===== src/rtl/vga_sync_scaler.sv =====
`timescale 1ns/1ps
// vga_sync_scaler: 640x480@60 VGA timing generator with a 2^SCALE_SHIFT upscaled frame-buffer fetch.
// Optional feature macro: VGA_SYNC_BORDER_EN (1-pixel white border on the active area).
module vga_sync_scaler #(
  parameter int H_ACTIVE    = 640,
  parameter int H_FP        = 16,
  parameter int H_SYNC      = 96,
  parameter int H_BP        = 48,
  parameter int V_ACTIVE    = 480,
  parameter int V_FP        = 10,
  parameter int V_SYNC      = 2,
  parameter int V_BP        = 33,
  parameter int SCALE_SHIFT = 3,
  parameter int ADDR_W      = 13
) (
  input  logic              clk25,
  input  logic              rst_n,
  input  logic [9:0]        sx,
  input  logic [9:0]        sy,
  input  logic [7:0]        pixel_data,
  output logic [ADDR_W-1:0] pixel_addr,
  output logic [2:0]        red,
  output logic [2:0]        green,
  output logic [1:0]        blue,
  output logic              Hsync,
  output logic              Vsync,
  output logic              de,
  output logic              frame_start
);

  localparam int H_TOTAL = H_ACTIVE + H_FP + H_SYNC + H_BP;
  localparam int V_TOTAL = V_ACTIVE + V_FP + V_SYNC + V_BP;

  localparam logic [9:0] H_LAST     = 10'(H_TOTAL - 1);
  localparam logic [9:0] V_LAST     = 10'(V_TOTAL - 1);
  localparam logic [9:0] H_ACT      = 10'(H_ACTIVE);
  localparam logic [9:0] V_ACT      = 10'(V_ACTIVE);
  localparam logic [9:0] H_ACT_LAST = 10'(H_ACTIVE - 1);
  localparam logic [9:0] V_ACT_LAST = 10'(V_ACTIVE - 1);
  localparam logic [9:0] HS_BEG     = 10'(H_ACTIVE + H_FP);
  localparam logic [9:0] HS_END     = 10'(H_ACTIVE + H_FP + H_SYNC - 1);
  localparam logic [9:0] VS_BEG     = 10'(V_ACTIVE + V_FP);
  localparam logic [9:0] VS_END     = 10'(V_ACTIVE + V_FP + V_SYNC - 1);
  localparam logic [9:0] SCALE_MASK = 10'((1 << SCALE_SHIFT) - 1);
  localparam logic [ADDR_W-1:0] IMG_W = ADDR_W'(H_ACTIVE >> SCALE_SHIFT);

  logic [9:0]        h, v, v_inc;
  logic [ADDR_W-1:0] row_base, col_off;
  logic              active0, inwin0, hs0, vs0, first0;
  logic              active1, inwin1, hs1, vs1, first1;
  logic [7:0]        rgb_next;
`ifdef VGA_SYNC_BORDER_EN
  logic              border0, border1;
`endif

  // Stage 0: decode the raw counters.
  always_comb begin
    v_inc   = v + 10'd1;
    col_off = ADDR_W'(h >> SCALE_SHIFT);
    active0 = (h < H_ACT) && (v < V_ACT);
    inwin0  = active0 && (h < sx) && (v < sy);
    hs0     = !((h >= HS_BEG) && (h <= HS_END));
    vs0     = !((v >= VS_BEG) && (v <= VS_END));
    first0  = (h == '0) && (v == '0);
  end

`ifdef VGA_SYNC_BORDER_EN
  always_comb begin
    border0 = active0 && ((h == '0) || (h == H_ACT_LAST) || (v == '0) || (v == V_ACT_LAST));
  end
`endif

  // row_base tracks (v >> SCALE_SHIFT) * image width incrementally, stepping
  // when the line about to start begins a new image row.
  always_ff @(posedge clk25 or negedge rst_n) begin
    if (!rst_n) begin
      h        <= '0;
      v        <= '0;
      row_base <= '0;
    end else if (h == H_LAST) begin
      h <= '0;
      if (v == V_LAST) begin
        v        <= '0;
        row_base <= '0;
      end else begin
        v <= v_inc;
        if ((v_inc & SCALE_MASK) == '0)
          row_base <= row_base + IMG_W;
      end
    end else begin
      h <= h + 10'd1;
    end
  end

  always_ff @(posedge clk25 or negedge rst_n) begin
    if (!rst_n) begin
      pixel_addr <= '0;
      active1    <= 1'b0;
      inwin1     <= 1'b0;
      hs1        <= 1'b1;
      vs1        <= 1'b1;
      first1     <= 1'b0;
    end else begin
      if (inwin0)
        pixel_addr <= row_base + col_off;
      active1 <= active0;
      inwin1  <= inwin0;
      hs1     <= hs0;
      vs1     <= vs0;
      first1  <= first0;
    end
  end

`ifdef VGA_SYNC_BORDER_EN
  always_ff @(posedge clk25 or negedge rst_n) begin
    if (!rst_n)
      border1 <= 1'b0;
    else
      border1 <= border0;
  end
`endif

  always_comb begin
    rgb_next = inwin1 ? pixel_data : '0;
`ifdef VGA_SYNC_BORDER_EN
    if (border1)
      rgb_next = '1;
`endif
  end

  always_ff @(posedge clk25 or negedge rst_n) begin
    if (!rst_n) begin
      red         <= '0;
      green       <= '0;
      blue        <= '0;
      Hsync       <= 1'b1;
      Vsync       <= 1'b1;
      de          <= 1'b0;
      frame_start <= 1'b0;
    end else begin
      {red, green, blue} <= rgb_next;
      Hsync       <= hs1;
      Vsync       <= vs1;
      de          <= active1;
      frame_start <= first1;
    end
  end

endmodule

===== config.mk =====
export PLATFORM = sky130hd
export DESIGN_NAME = vga_sync_scaler
export DESIGN_NICKNAME = d
export VERILOG_FILES = /design/src/rtl/vga_sync_scaler.sv
export SDC_FILE = /design/constraint.sdc
export NUM_CORES = 1
export LEC_CHECK = 0
export ABC_AREA = 1
export BUFFER_PORTS_ARGS = -buffer_cell sky130_fd_sc_hd__buf_2
export CORE_MARGIN = 2
export CORE_UTILIZATION = 55
export CTS_CLUSTER_DIAMETER = 120
export DETAILED_ROUTE_END_ITERATION = 12
export HOLD_SLACK_MARGIN = 0.05
export PLACE_DENSITY_LB_ADDON = 0.25
export SYNTH_ARGS = -nofsm -noshare
export SYNTH_HDL_FRONTEND = slang
export SYNTH_SLANG_ARGS = --single-unit

===== constraint.sdc =====
create_clock -name clk25 -period 2.2 [get_ports clk25]
set_clock_uncertainty 0.15 [all_clocks]
set_input_delay 0.11 -clock clk25 [delete_from_list [all_inputs] [get_ports clk25]]
set_output_delay 0.11 -clock clk25 [all_outputs]
set_load 0.1 [all_outputs]

# Yosys cells after proc, flatten, opt, wreduce, memory -nomap -nowiden
# Index checks and enable logic that the tools add are counted.
# totals
regBits	63
inputBits	30
out_inout_bits	25
elab_cells	48
# op_classes
add_sub_neg	4
n_lt_le_gt_ge	8
eq_ne	2
mux	5
reduce_logical	13
# ops
operator	count
10-bit zero test	3
13-bit 2-to-1 mux	2
10-bit by 1-bit adder with 10-bit output, second input constant	2
10-bit equality test, second input constant	2
10-bit less-than comparator	2
10-bit 2-to-1 mux	2
13-bit by 7-bit adder with 13-bit output	1
13-bit by 7-bit adder with 13-bit output, second input constant	1
10-bit >= comparator, second input constant	1
10-bit by 9-bit >= comparator with 1-bit output, second input constant	1
10-bit <= comparator, second input constant	1
10-bit by 9-bit <= comparator with 1-bit output, second input constant	1
10-bit less-than comparator, second input constant	1
10-bit by 9-bit less-than comparator with 1-bit output, second input constant	1
8-bit 2-to-1 mux	1
1-bit logical AND	6
1-bit zero test	2
2-bit AND reduction	1
2-bit nonzero test	1

# Logic depth before layout (Yosys ltp)
# depth
depth_word	4
mapped_depth	13
depth_no_buf	12

# Worst setup path after synthesis
# No wires, ideal clock.
# synth_path
kind	register to register
from	register v[9]
to	register pixel_addr[10]
setup_time_ps	120
arrival_ps	1519
t_required_ps	1930
setup_slack_ps	411
stages_incl_launch_ff	11
n_path_buf	1
period_less_slack_ps	1789
cell_sequence	dfrtp_1 ha_1 nand2_1 inv_1 a21oi_1 nand2_1 nor2_1 nand3_1 buf_2 nand2_1 nand2_1
# synth_between
elab_chain_cells	4
word_cells_on_any_way	5
classes_between	order compare (2); reduce/logical (3)
# synth_lines
element	line_no	source
from (decl)	47	logic [9:0] h, v, v_inc;
from (signal assigned)	86	v <= v_inc;
10-bit by 9-bit less-than comparator with 1-bit output	60	active0 = (h < H_ACT) && (v < V_ACT);
1-bit logical AND	60	
1-bit logical AND	61	inwin0 = active0 && (h < sx) && (v < sy);
1-bit logical AND (*)	61	
to (signal assigned)	105	pixel_addr <= row_base + col_off;
to (decl)	21	output logic [ADDR_W-1:0] pixel_addr,
# Mark *: on every way between the ends. The rest lies on a longest branch, timed or not.
# A chain may end at the register's enable or synchronous reset.

# Worst setup path after layout
# layout_path
from	register v[0]
to	register row_base[10]
# layout_between
elab_chain_cells	4
word_cells_on_any_way	6
classes_between	add/sub (1); eq/ne (1); mux (1); reduce/logical (3)
# layout_lines
element	line_no	source
10-bit by 1-bit adder with 10-bit output	58	v_inc = v + 10'd1;
10-bit zero test	87	if ((v_inc & SCALE_MASK) == '0)
2-bit nonzero test (no line)	-	
2-bit AND reduction (no line)	-	
to (signal assigned)	88	row_base <= row_base + IMG_W;
to (decl)	48	logic [ADDR_W-1:0] row_base, col_off;
# Parallel ways exist; a longest one is shown, timed or not.

==> results_tabular.tex <==
\begin{tabular}{lr}
\hline
Metric & Value \\
\hline
\multicolumn{2}{l}{\textbf{Cells and area}} \\
Cell area after layout & around 4500 um2 \\
Total number of nets in the final design & $\sim$650 \\
P\&R area growth vs syn & 20.6\% \\
Count of filler cells inserted in the layout & approximately 530 \\
Post-route non-filler standard cell count & 670 \\
Antenna diode instance count & 0 \\
Share of cells above drive strength 1 & 0.175 \\
\multicolumn{2}{l}{\textbf{Synth}} \\
Top cells by instance count after synthesis & 152 x sky130\_fd\_sc\_hd\_\_nand2\_1, 91 x sky130\_fd\_sc\_hd\_\_inv\_1, 55 x sky130\_fd\_sc\_hd\_\_dfrtp\_1 \\
Most area-consuming cells after synthesis & sky130\_fd\_sc\_hd\_\_dfrtp\_1 37\%, sky130\_fd\_sc\_hd\_\_nand2\_1 15\%, sky130\_fd\_sc\_hd\_\_ha\_1 9.5\% \\
Most numerous cell in the Yosys netlist & sky130\_fd\_sc\_hd\_\_nand2\_1 \\
Share of Yosys cell area claimed by the top area cell type & 0.373 \\
Async SR Flop Fraction & 1.00 \\
Cell variety after synth & 36 \\
Count of mapped cells out of synthesis & 501 \\
Synthesized area per cell & between 7 and 8 um2 \\
Yosys top cell by area & sky130\_fd\_sc\_hd\_\_dfrtp\_1 \\
Number of warnings reported in the yosys synthesis log & 0 \\
Share of synthesized area occupied by flip-flops and latches & 0.401 \\
Synth Net Count & 559 \\
Flip-flop cell with the highest count after synthesis & sky130\_fd\_sc\_hd\_\_dfrtp\_1 \\
Flop and latch count out of synthesis & slightly below 60 \\
Number of flops mapped to enable cells by yosys & 0 \\
Cell area after synthesis & about 3700 um2 \\
\multicolumn{2}{l}{\textbf{Die}} \\
I/O pin total & 55 \\
Die outline area & approximately 7400 um2 \\
Placeable core area & between 6000 and 7000 um2 \\
Rows & 29 \\
Die Span X & roughly 86 um \\
Vertical die dimension & between 80 and 90 um \\
Initial core utilization & 0.575 \\
\multicolumn{2}{l}{\textbf{Clock tree}} \\
TritonCTS Sinks & approximately 60 \\
Clock latency on the worst-skew pair & roughly 0.35 ns \\
Root buffer cell & sky130\_fd\_sc\_hd\_\_clkbuf\_8 \\
Clock tree from TritonCTS & yes \\
Maximum root-to-sink buffer count & 2 \\
Depth of the CTS H-tree & 3 \\
Buffers inserted during post-CTS setup optimization & 0 \\
Number of CTS-inserted buffers & 9 \\
Clock slew seen by the registers of the worst setup and hold paths & approximately 0.07 ns \\
\multicolumn{2}{l}{\textbf{Setup path}} \\
Kind of launch point of the worst setup path & register \\
Cells on worst reg2reg path & 9 \\
Required time of the critical path & roughly 2.3 ns \\
Combined buffer and inverter count along the critical path & 2 \\
Endpoint of the lowest-slack register-to-register path & row\_base[10]\$\_DFFE\_PN0P\_ \\
Most repeated library cell on the critical path & sky130\_fd\_sc\_hd\_\_nand2\_1 \\
CP Max Fanout & 11 \\
Worst R2R Start & v[0]\$\_DFFE\_PN0N\_ \\
Setup slack, reg-to-reg & roughly 0.16 ns \\
Top Family by Delay on Critical Path & simple AND/OR/NAND/NOR gates \\
Critical path data arrival time & roughly 2.1 ns \\
Path type of the worst setup path & register to register \\
Count of cell instances traversed by the critical path & 9 \\
Crit-path max cell delay & 0.47 ns \\
Sequence of cells on the critical path & inv\_2, ha\_1, inv\_1, nor2\_1, nand3\_4, nand2\_1, nand2\_1, nand2\_1, o21ai\_1 \\
Slowest stage cell on the critical path & sky130\_fd\_sc\_hd\_\_dfrtp\_1 \\
Kind of capture point of the worst setup path & register \\
\multicolumn{2}{l}{\textbf{Pwr}} \\
Pwr per Cell Area & between 400 and 500 nW/um2 \\
Pwr Total & around 2.2 mW \\
IR Drop Worst-Case VDD & $\sim$320 uV \\
Leakage & between 2 and 3 nW \\
\multicolumn{2}{l}{\textbf{Route}} \\
Remaining number of nets flagged by the antenna check after routing & 0 \\
DRC violation count after routing & 0 \\
Vias/cell & around 5.1 \\
Detailed-routed wire length on met3 & between 500 and 600 um \\
Total via count in the routed design & around 3,400 \\
Wire length reported by the detailed router & about 8400 um \\
Detailed-routing wirelength on met1 & 3680 um \\
Violation count after the first detailed-routing iteration & between 200 and 250 \\
Average detailed-routed wire length per instance & about 12 um \\
Number of iterations in the first detailed-routing pass & 6 \\
Length of routed met2 wiring & between 4000 and 5000 um \\
Top routing layer used & met4 \\
\multicolumn{2}{l}{\textbf{Timing}} \\
Final count of negative-setup-slack endpoints & 0 \\
Number of max-slew violations in the final report & 0 \\
Hold Slack & $\sim$0.14 ns \\
Relative slew slack & 0.613 \\
Transition time at the pin with the least slew margin & slightly below 0.6 ns \\
Fmax & 489 MHz \\
Unrepaired setup endpoints after global routing & false \\
Final Critical Period & between 2 and 2.5 ns \\
Setup tns final & 0 ns \\
Final Hold Fails & 0 \\
Final clock period utilization by the worst path & 0.929 \\
\multicolumn{2}{l}{\textbf{Min path}} \\
Worst hold-check path type & primary input to async pin \\
\multicolumn{2}{l}{\textbf{Place}} \\
Number of placed instances, taps included & roughly 650 \\
Placer Congestion & 0.955 \\
Total placed instance area & $\sim$4200 um2 \\
Detailed-placement wirelength estimate & $\sim$6200 um \\
Count of input and output buffers & 54 \\
\multicolumn{2}{l}{\textbf{Global route}} \\
Overflow left after global routing & 0 \\
Overall track demand over capacity in global routing & 0.249 \\
Wire length of the first global-routing pass & 14,500 um \\
Largest net degree at the start of global routing & 60 \\
Initial antenna violation count & 0 \\
Number of global-route vias before repair & approximately 3,300 \\
\multicolumn{2}{l}{\textbf{Run}} \\
Maximum Capacitance Violations & 0 \\
\multicolumn{2}{l}{\textbf{Status}} \\
Outcome & finished, final reports clean \\
\hline
\end{tabular}
stage by stage:
step | setup WS, ns | utilization
floorplan | 0.411 | -
CTS | 0.112 | 0.693
finish | 0.155 | 0.694
global placement | 0.0492 | 0.650
detailed placement | -0.0378 | 0.650
global route | 0.0329 | 0.694
area by class of cell:
type | instances | area (um2) | share of cell area
Sequential cell | 59 | 1480 | 0.332
Clock inverter | 7 | 52.6 | 0.0118
Inverter | 93 | 349 | 0.0783
Tap cell | 77 | 96.3 | 0.0216
Timing Repair Buffer | 82 | 515 | 0.116
Multi-Input combinational cell | 343 | 1840 | 0.412
Clock buffer | 9 | 124 | 0.0278
logic make-up after synthesis:
family / count (synthesis) / synth area share
flip-flops: 59 / 0.401
adder cells (fa/ha/maj): 28 / 0.0948
XOR/XNOR: 16 / 0.0379
AO/OA/AOI/OAI: 33 / 0.0515
AND/OR/NAND/NOR: 265 / 0.309
other: 1 / 0.00101
buffers and inverters: 99 / 0.105
tightest hold or removal path, cell delays in order:
cell and delay [ns]:
sky130_fd_sc_hd__dlygate4sd3_1 0.52, sky130_fd_sc_hd__buf_2 0.12, sky130_fd_sc_hd__buf_12 0.28
state kept, by name, summed over array words and instances, names as in the netlist:
name / flops
blue: 2
inwin1: 1
hs1: 1
frame_start: 1
active1: 1
green: 3
Vsync: 1
pixel_addr: 13
vs1: 1
de: 1
Hsync: 1
red: 3
h: 10
first1: 1
row_base: 9
v: 10
routing by layer:
metal  vias to the layer above  track usage
li1                       1738            -
met1                      1549        0.319
met2                       121        0.420
met3                        13       0.0375
met4                         0        0.102
met5                         -            0
cell usage in the layout, fill, tap and decap left out, types with 2 or more instances in the layout:
master | synthesis | final
sky130_fd_sc_hd__a21oi_1 | 9 | 9
sky130_fd_sc_hd__buf_2 | 2 | 54
sky130_fd_sc_hd__buf_4 | 2 | 18
sky130_fd_sc_hd__clkbuf_8 | 0 | 9
sky130_fd_sc_hd__clkinvlp_4 | 0 | 4
sky130_fd_sc_hd__dfrtp_1 | 55 | 55
sky130_fd_sc_hd__dfstp_2 | 4 | 4
sky130_fd_sc_hd__dlygate4sd3_1 | 0 | 9
sky130_fd_sc_hd__ha_1 | 28 | 28
sky130_fd_sc_hd__inv_1 | 91 | 91
sky130_fd_sc_hd__inv_2 | 2 | 2
sky130_fd_sc_hd__inv_6 | 0 | 2
sky130_fd_sc_hd__nand2_1 | 152 | 152
sky130_fd_sc_hd__nand3_1 | 40 | 40
sky130_fd_sc_hd__nand3_4 | 1 | 2
sky130_fd_sc_hd__nand4_1 | 11 | 11
sky130_fd_sc_hd__nor2_1 | 47 | 45
sky130_fd_sc_hd__nor2_2 | 0 | 2
sky130_fd_sc_hd__nor3_1 | 3 | 3
sky130_fd_sc_hd__nor4_1 | 3 | 3
sky130_fd_sc_hd__o21ai_0 | 13 | 13
sky130_fd_sc_hd__o21ai_1 | 3 | 3
sky130_fd_sc_hd__o22ai_1 | 2 | 2
sky130_fd_sc_hd__xnor2_1 | 2 | 2
sky130_fd_sc_hd__xor2_1 | 14 | 14
where the power goes:
part           internal (mW)  switching (mW)  leakage (nW)
Clock                  0.413           0.489        0.0783
Combinational         0.0593           0.147          1.72
Sequential              1.09         0.00434         0.758
how the worst max path moves through the flow:
stage	startpoint	to	slack (ns)
2_1_floorplan	v[9]$_DFFE_PN0N_	pixel_addr[10]$_DFFE_PN0P_	0.41
3_3_place_gp	v[5]$_DFFE_PN0N_	pixel_addr[10]$_DFFE_PN0P_	0.05
3_5_place_dp	v[5]$_DFFE_PN0N_	pixel_addr[12]$_DFFE_PN0P_	-0.04
4_1_cts	v[1]$_DFFE_PN0N_	row_base[10]$_DFFE_PN0P_	0.11
5_1_grt	v[5]$_DFFE_PN0N_	pixel_addr[0]$_DFFE_PN0P_	0.03
6_report	v[0]$_DFFE_PN0N_	row_base[10]$_DFFE_PN0P_	0.16
timing repair:
action	CTS	global route
hold endpoints to repair	67	0
hold buffers	9	0
resized for setup	2	1
cloned	0	0
endpoints found under the setup margin	8	4
No activity file was read; power rests on OpenSTA's default activity.
